**config.mk**
```make
export PLATFORM = sky130hd
export DESIGN_NAME = quickq_sort_router
export DESIGN_NICKNAME = d
export VERILOG_FILES = /design/src/rtl/quickq_sort_router.sv
export SDC_FILE = /design/constraint.sdc
export NUM_CORES = 1
export LEC_CHECK = 0
export ABC_CLOCK_PERIOD_IN_PS = 3000
export CAP_MARGIN = 20
export CORE_AREA = 4 4 128 99
export DETAILED_ROUTE_END_ITERATION = 12
export DIE_AREA = 0 0 132 103
export PLACE_DENSITY = 0.85
export RECOVER_POWER = 100
export SYNTH_ARGS = -nofsm -noshare
export SYNTH_HDL_FRONTEND = slang
export SYNTH_SLANG_ARGS = --single-unit
```
**constraint.sdc**
```tcl
create_clock -name clk -period 3 [get_ports clk]
set_input_delay 0.6 -clock clk [delete_from_list [all_inputs] [get_ports clk]]
set_output_delay 0.6 -clock clk [all_outputs]
set_load 0.01 [all_outputs]
```
**src/rtl/quickq_sort_router.sv**
```systemverilog
// Sequential compare-and-route engine for the QuickQ priority queue.
// Keeps a sorted array in an external 1-cycle-latency single-port BRAM.
module quickq_sort_router #(
  parameter int unsigned DATA_W    = 32,
  parameter int unsigned DEPTH     = 8,
  parameter int unsigned ADDR_W    = $clog2(DEPTH),
  parameter int unsigned CNT_W     = $clog2(DEPTH + 1),
  parameter int unsigned MAX_FIRST = 0
) (
  input  logic              clk,
  input  logic              rst,
  input  logic              op_valid,
  output logic              op_ready,
  input  logic [1:0]        op_code,
  input  logic [DATA_W-1:0] op_data,
  output logic [ADDR_W-1:0] bram_addr,
  output logic              bram_rd_en,
  input  logic [DATA_W-1:0] bram_rd_data,
  output logic              bram_wr_en,
  output logic [DATA_W-1:0] bram_wr_data,
  output logic              rsp_valid,
  output logic [DATA_W-1:0] rsp_data,
  output logic              rsp_err,
  output logic [CNT_W-1:0]  count,
  output logic              full,
  output logic              empty
);

  localparam logic [1:0] OpInsert = 2'b01;
  localparam logic [1:0] OpRemove = 2'b10;
  localparam logic [1:0] OpPeek   = 2'b11;

  typedef enum logic [2:0] {
    StIdle,
    StRd,
    StCmp,
    StFill,
    StShiftRd,
    StShiftWr,
    StDone
  } state_e;

  state_e            state_q;
  logic [1:0]        op_q;
  logic [DATA_W-1:0] carry_q;
  logic [CNT_W-1:0]  idx_q;
  logic [CNT_W-1:0]  n_q;
  logic [CNT_W-1:0]  count_q;
  logic              rsp_valid_q;
  logic              rsp_err_q;
  logic [DATA_W-1:0] rsp_data_q;
  logic              cmp_beats;
  logic              is_full;
  logic              is_empty;

  // Strict ordering so equal keys never displace earlier arrivals.
  function automatic logic beats(input logic [DATA_W-1:0] a, input logic [DATA_W-1:0] b);
    if (MAX_FIRST != 0) begin
      return a > b;
    end
    return a < b;
  endfunction

  assign cmp_beats = beats(carry_q, bram_rd_data);
  assign is_full   = (count_q == CNT_W'(DEPTH));
  assign is_empty  = (count_q == '0);

  assign op_ready  = (state_q == StIdle);
  assign count     = count_q;
  assign full      = is_full;
  assign empty     = is_empty;
  assign rsp_valid = rsp_valid_q;
  assign rsp_err   = rsp_err_q;
  assign rsp_data  = rsp_data_q;

  // BRAM strobes are decoded from state; the CMP write depends on data returned that cycle.
  always_comb begin
    bram_addr    = '0;
    bram_rd_en   = 1'b0;
    bram_wr_en   = 1'b0;
    bram_wr_data = '0;
    case (state_q)
      StRd: begin
        bram_addr  = idx_q[ADDR_W-1:0];
        bram_rd_en = 1'b1;
      end
      StCmp: begin
        bram_addr = idx_q[ADDR_W-1:0];
        if (op_q == OpInsert && cmp_beats) begin
          bram_wr_en   = 1'b1;
          bram_wr_data = carry_q;
        end
      end
      StFill: begin
        bram_addr    = n_q[ADDR_W-1:0];
        bram_wr_en   = 1'b1;
        bram_wr_data = carry_q;
      end
      StShiftRd: begin
        bram_addr  = idx_q[ADDR_W-1:0] + ADDR_W'(1);
        bram_rd_en = 1'b1;
      end
      StShiftWr: begin
        bram_addr    = idx_q[ADDR_W-1:0];
        bram_wr_en   = 1'b1;
        bram_wr_data = bram_rd_data;
      end
      default: ;
    endcase
  end

  always_ff @(posedge clk) begin
    if (rst) begin
      state_q     <= StIdle;
      op_q        <= 2'b00;
      carry_q     <= '0;
      idx_q       <= '0;
      n_q         <= '0;
      count_q     <= '0;
      rsp_valid_q <= 1'b0;
      rsp_err_q   <= 1'b0;
      rsp_data_q  <= '0;
    end else begin
      case (state_q)
        StIdle: begin
          if (op_valid) begin
            op_q    <= op_code;
            carry_q <= op_data;
            idx_q   <= '0;
            n_q     <= count_q;
            if ((op_code == OpInsert && is_full) ||
                ((op_code == OpRemove || op_code == OpPeek) && is_empty) ||
                (op_code == 2'b00)) begin
              state_q     <= StDone;
              rsp_valid_q <= 1'b1;
              rsp_err_q   <= 1'b1;
              rsp_data_q  <= '0;
            end else if (op_code == OpInsert && is_empty) begin
              state_q <= StFill;
            end else begin
              state_q <= StRd;
            end
          end
        end

        StRd: state_q <= StCmp;

        StCmp: begin
          unique case (op_q)
            OpInsert: begin
              if (cmp_beats) begin
                carry_q <= bram_rd_data;
              end
              if (idx_q == n_q - CNT_W'(1)) begin
                state_q <= StFill;
              end else begin
                idx_q   <= idx_q + CNT_W'(1);
                state_q <= StRd;
              end
            end
            OpRemove: begin
              carry_q <= bram_rd_data;
              if (n_q == CNT_W'(1)) begin
                state_q     <= StDone;
                count_q     <= '0;
                rsp_valid_q <= 1'b1;
                rsp_data_q  <= bram_rd_data;
              end else begin
                idx_q   <= '0;
                state_q <= StShiftRd;
              end
            end
            default: begin
              state_q     <= StDone;
              rsp_valid_q <= 1'b1;
              rsp_data_q  <= bram_rd_data;
            end
          endcase
        end

        StFill: begin
          state_q     <= StDone;
          count_q     <= n_q + CNT_W'(1);
          rsp_valid_q <= 1'b1;
          rsp_data_q  <= '0;
        end

        StShiftRd: state_q <= StShiftWr;

        StShiftWr: begin
          if (idx_q == n_q - CNT_W'(2)) begin
            state_q     <= StDone;
            count_q     <= n_q - CNT_W'(1);
            rsp_valid_q <= 1'b1;
            rsp_data_q  <= carry_q;
          end else begin
            idx_q   <= idx_q + CNT_W'(1);
            state_q <= StShiftRd;
          end
        end

        StDone: begin
          state_q     <= StIdle;
          rsp_valid_q <= 1'b0;
          rsp_err_q   <= 1'b0;
          rsp_data_q  <= '0;
        end

        default: state_q <= StIdle;
      endcase
    end
  end

endmodule

```
# Yosys cells after proc, flatten, opt, wreduce, memory -nomap -nowiden

Index checks and enable logic that the tools add are counted.

Register bits after elaboration: 83
Input port bits: 69
Output and inout bits: 78
Word-level logic and storage cells: 110

$add $sub $neg: 5
Order comparisons: 1
Eq/ne operators: 27
Mux-type cells: 41
Reduce and logical (&&, ||, !) cells: 27

Operators with widths:

| cell                                          | number |
|---|---|
| 2-to-1 mux 32 bit                             | 7 |
| one-hot mux 32 bit (2 select lines)           | 3 |
| one-hot mux 32 bit (4 select lines)           | 1 |
| one-hot mux 32 bit (3 select lines)           | 1 |
| less-than comparator 32 bit                   | 1 |
| 2-to-1 mux 4 bit                              | 7 |
| one-hot mux 4 bit (3 select lines)            | 2 |
| one-hot mux 3 bit (6 select lines)            | 1 |
| AND reduction 6 bit                           | 3 |
| != test 3 bit, second input constant          | 4 |
| != test 2 bit, second input constant          | 5 |
| == test 3 bit, second input constant          | 3 |
| one-hot mux 3 bit (3 select lines)            | 1 |
| adder 4 x 1 -> 4 bit, second input constant   | 2 |
| == test 4 bit                                 | 2 |
| 2-to-1 mux 2 bit                              | 4 |
| one-hot mux 4 bit (2 select lines)            | 1 |
| AND reduction 4 bit                           | 2 |
| == test 2 bit, second input constant          | 3 |
| == test 3 x 2 -> 1 bit, second input constant | 2 |
| 2-to-1 mux 1 bit                              | 6 |
| 2-to-1 mux 3 bit                              | 2 |
| one-hot mux 1 bit (2 select lines)            | 3 |
| one-hot mux 3 bit (2 select lines)            | 1 |
| 23 further kinds                              | 34 |

# Depth between registers and ports, before layout

Word-level depth: 8
Depth in mapped cells: 11
Mapped depth without buffers: 8

# Worst setup path before layout

OpenSTA, ideal clock, no wires.

Path type: input port to output port
Start: input port bram_rd_data[14]
End: output port bram_wr_data[0]
Arrival: 2.195 ns
Data required time: 2.400 ns
Path slack: 0.205 ns
Stages on the path: 8
Path buffers: 1
Cell sequence: inv_1 > ha_1 > and4_1 > a221oi_1 > nand3_1 > a21oi_1 > buf_2 > a22o_1

Longest elaborated chain between the ends: 4

RTL lines:

| element                             | RTL line | RTL |
|---|---|---|
| start: declaration                  | 18       | `input logic [DATA_W-1:0] bram_rd_data,` |
| less-than comparator 32 bit         | 61       | `return a < b;` |
| logical AND 1 bit                   | 89       | `if (op_q == OpInsert && cmp_beats) begin` |
| 2-to-1 mux 32 bit                   | 89       |  |
| one-hot mux 32 bit (3 select lines) | 82       | `case (state_q)` |
| end: declaration                    | 20       | `output logic [DATA_W-1:0] bram_wr_data,` |

No other way between the ends.

# Worst setup path in the final report

Start: input port bram_rd_data[29]
End: output port bram_wr_data[30]

The elaborated chain is that of the path after synthesis.

==> Implementation_results.wiki <==
{| class="wikitable"
! Metric !! Value
|-
| Ratio of cells with drive above 1 in the final layout || between 30% and 40%
|-
| Diodes inserted || 0
|-
| Design area || around 8400 um^2
|-
| Number of buffers on the longest clock path || 2
|-
| Power density of the placed cells || 812 nW/um^2
|-
| Worst IR Drop VDD || roughly 0.7 mV
|-
| Normalized max-slew margin || 49.8%
|-
| Final setup violating endpoints || 25
|-
| Synth-to-Final Area Change || 50.3%
|-
| Leakage Power || 3.66 nW
|-
| Avg WL per Cell || 17.9 um
|-
| Biggest area consumer among synthesized cells || dfxtp_1
|-
| Initial antenna violation count || 0
|-
| Arrival time at the worst endpoint || around 2.5 ns
|-
| Post-detailed-routing wire length || 19000 um
|-
| Clock Tree Root || clkbuf_16
|-
| Deepest level of the CTS H-tree || 3
|-
| Syn_area_per_cell || 8.07 um^2
|-
| CTS clock-pin slew for the worst setup and hold paths || 0.06 ns
|-
| Wire length of the first global-routing pass || 30000 um
|-
| Run status || complete, but fails checks
|-
| Leading cell types by total area after synthesis || dfxtp_1 30%, ha_1 8.9%, nand2_1 7.4%
|-
| Critical path startpoint category || input port
|-
| Worst min-delay path category || reg -> reg
|-
| Yosys synthesis warning count || 0
|-
| Die boundary height || about 100 um
|-
| Startpoint of the tightest hold check path || rsp_data[28]
|-
| Main combinational cell family by area after synthesis || compound AO/OA/AOI/OAI gates
|-
| Period Utilization, post-route || 104%
|-
| Number of I/O port buffers || 146
|-
| Number of design rule violations left after detail routing || 0
|-
| Least setup slack across all paths after layout || -0.125 ns
|-
| Detailed Place HPWL || 12700 um
|-
| Io pins || 147
|-
| Critical path start-end classification || in -> out
|-
| Top-area cell type share of the netlist area || 29.6%
|-
| Site Rows || 34
|-
| Complex-gate fraction of the synthesized area || about a quarter
|-
| Number of pins exceeding their max-slew limit in the final report || 0
|-
| Syn Std Cell Area || 5620 um^2
|-
| Worst Tran Pin Value || ~0.75 ns
|-
| Pin count of the biggest net entering global routing || between 50 and 60
|-
| Synthesis-stage register bit count || 83
|-
| Number of distinct library cells after synthesis || just under 60
|-
| Drt first pass iters || 5
|-
| Num CTS Buffers || 9
|-
| Die ar. || roughly 14000 um^2
|-
| Die span in x || roughly 130 um
|-
| Setup crit start || bram_rd_data[29]
|-
| Initial DRC count || between 400 and 500
|-
| Tot GR Track Use || 27.3%
|-
| Worst-path fanout max || 5
|-
| Latest clock arrival within the worst-skew pair || 0.34 ns
|-
| Number of synthesized flops with an enable pin || 0
|-
| Length in cells of the worst reg-to-reg path || 9
|-
| Placed inst area || 7830 um^2
|-
| Area fraction in and, or, nand and nor cells after synthesis || about a fifth
|-
| Worst clock skew || 0.00908 ns
|-
| Most frequent cell after synthesis || nand2_1
|-
| Number of clock sinks || 83
|-
| Vias || 6043
|-
| Core Footprint || 11400 um^2
|-
| Final min period || 3.13 ns
|-
| Starting Density || between 40% and 50%
|-
| Global placer's final weighted congestion || 0.881
|-
| Setup slack of the most critical reg-to-reg path || 0.06 ns
|-
| Post-detailed-route count of antenna-violating nets || 0
|-
| Worst Hold Path Cells || 2
|-
| Endpoint class of the critical path || output pin
|-
| Data required time at the worst endpoint || 2.40 ns
|-
| Gate Count Post-Synth || 696
|-
| Post-Synth Adder-Cell Area || 8.91%
|-
| Synth Net Count || between 800 and 900
|-
| TritonCTS clock tree || built
|-
| Max-cap viol count || 0
|-
| Post-synth ARST share || 0%
|-
| Commonest register cell after synthesis || dfxtp_1
|-
| Violated checks || setup timing
|-
| RSZ-0062 raised after global routing || true
|-
| Worst r2r src || n_q[1]
|-
| Drt via density || 5.70
|-
| Final count of hold timing violations || 0
|-
| Setup TNS || -2.25 ns
|-
| Max frequency || 320 MHz
|-
| Part of the Yosys area used for sequential elements || approximately 30%
|-
| Fraction of synthesized cell area in xor and xnor cells || 2.07%
|-
| Multiplexer share of the synthesized area || under 10%
|-
| Most instantiated cells after synthesis || 110 x nand2_1, 83 x dfxtp_1, 70 x a21oi_1
|-
| Via count of the first global-routing pass || around 5900
|-
| Net count reported at finish || 1020
|-
| Leftover overflow at the end of global routing || 0
|}
==> where the power goes <==
part           internal, mW  switching, mW
Combinational          1.92           2.19
Clock                 0.591          0.491
Sequential             1.43          0.236
==> layout make-up <==
cell class,instances,area (um^2)
tap,144,180
timing repair buffer,252,2170
inverter,45,184
sequential,83,1660
clock inverter,6,48.8
fill,806,3000
clock buffer,10,239
multi-input combinational,520,3950
==> stage by stage <==
step                setup WS, ns  power [mW]  hold WS [ns]  utilization (%)  std cells
finish                    -0.125        6.85         0.496             73.7       1060
global route              -0.207        7.31         0.538             73.7       1060
CTS                       -0.113        6.95         0.498             74.2       1060
detailed placement         -1.06        5.61         0.488             68.4       1031
global placement          -0.951        5.50         0.488             68.4       1031
floorplan                  0.205        4.07         0.474                -        696
==> placed cells by master, fill, tap and decap left out, types with 22 or more instances in the layout <==
| master | instances |
|---|---|
| nand2_1 | 110 |
| buf_2 | 40 |
| buf_4 | 91 |
| a21oi_1 | 62 |
| clkdlybuf4s50_1 | 36 |
| nor2b_1 | 35 |
| mux2_2 | 32 |
| a22o_1 | 32 |
| dlygate4sd3_1 | 44 |
| dfxtp_1 | 81 |
| nor2_1 | 66 |
| inv_1 | 22 |
==> worst max-delay path, cell delays in order <==
cell	delay, ns
buf_8	0.08
inv_4	0.03
ha_4	0.25
buf_4	0.09
a21oi_1	0.06
o21ai_0	0.45
a211oi_2	0.08
a21oi_2	0.20
a21oi_4	0.06
buf_12	0.15
buf_16	0.14
a22o_1	0.20
buf_2	0.14
==> sequential cells by signal, summed over array words and instances (netlist names) <==
signal and flops:
carry_q 32, count 4, idx_q 4, n_q 4, op_q 2, rsp_data 32
rsp_err 1, rsp_valid 1, state_q 3
==> timing repair <==
action	in CTS	in global routing
gates cloned	3	0
setup buffers	11	3
pin swaps	45	14
resized for setup	327	12
setup endpoints to repair	35	34
hold buffers	0	0
==> metal layers <==
layer | routed length (um) | share of wire (%) | track usage [%] | vias up
li1 | - | - | - | 2883
met1 | 8420 | 44 | 36.0 | 2821
met2 | 8410 | 44 | 43.7 | 291
met3 | 1610 | 8.5 | 6.63 | 48
met4 | 528 | 2.8 | 10.3 | 0
met5 | 0 | 0 | 0 | -
==> path summary, 6_finish.rpt <==
check / endpoint
worst min-delay path: rsp_data[28]
worst max-delay path: bram_wr_data[30]
worst min register to register: rsp_data[28]
worst max register to register: rsp_data[20]
==> cells by family after synthesis <==
group | Yosys count
flip-flops | 83
AO/OA/AOI/OAI | 180
adder cells (fa/ha/maj) | 40
AND/OR/NAND/NOR | 252
buffers and inverters | 93
XOR/XNOR | 10
multiplexers | 38
(Power assumes the default switching activity.)
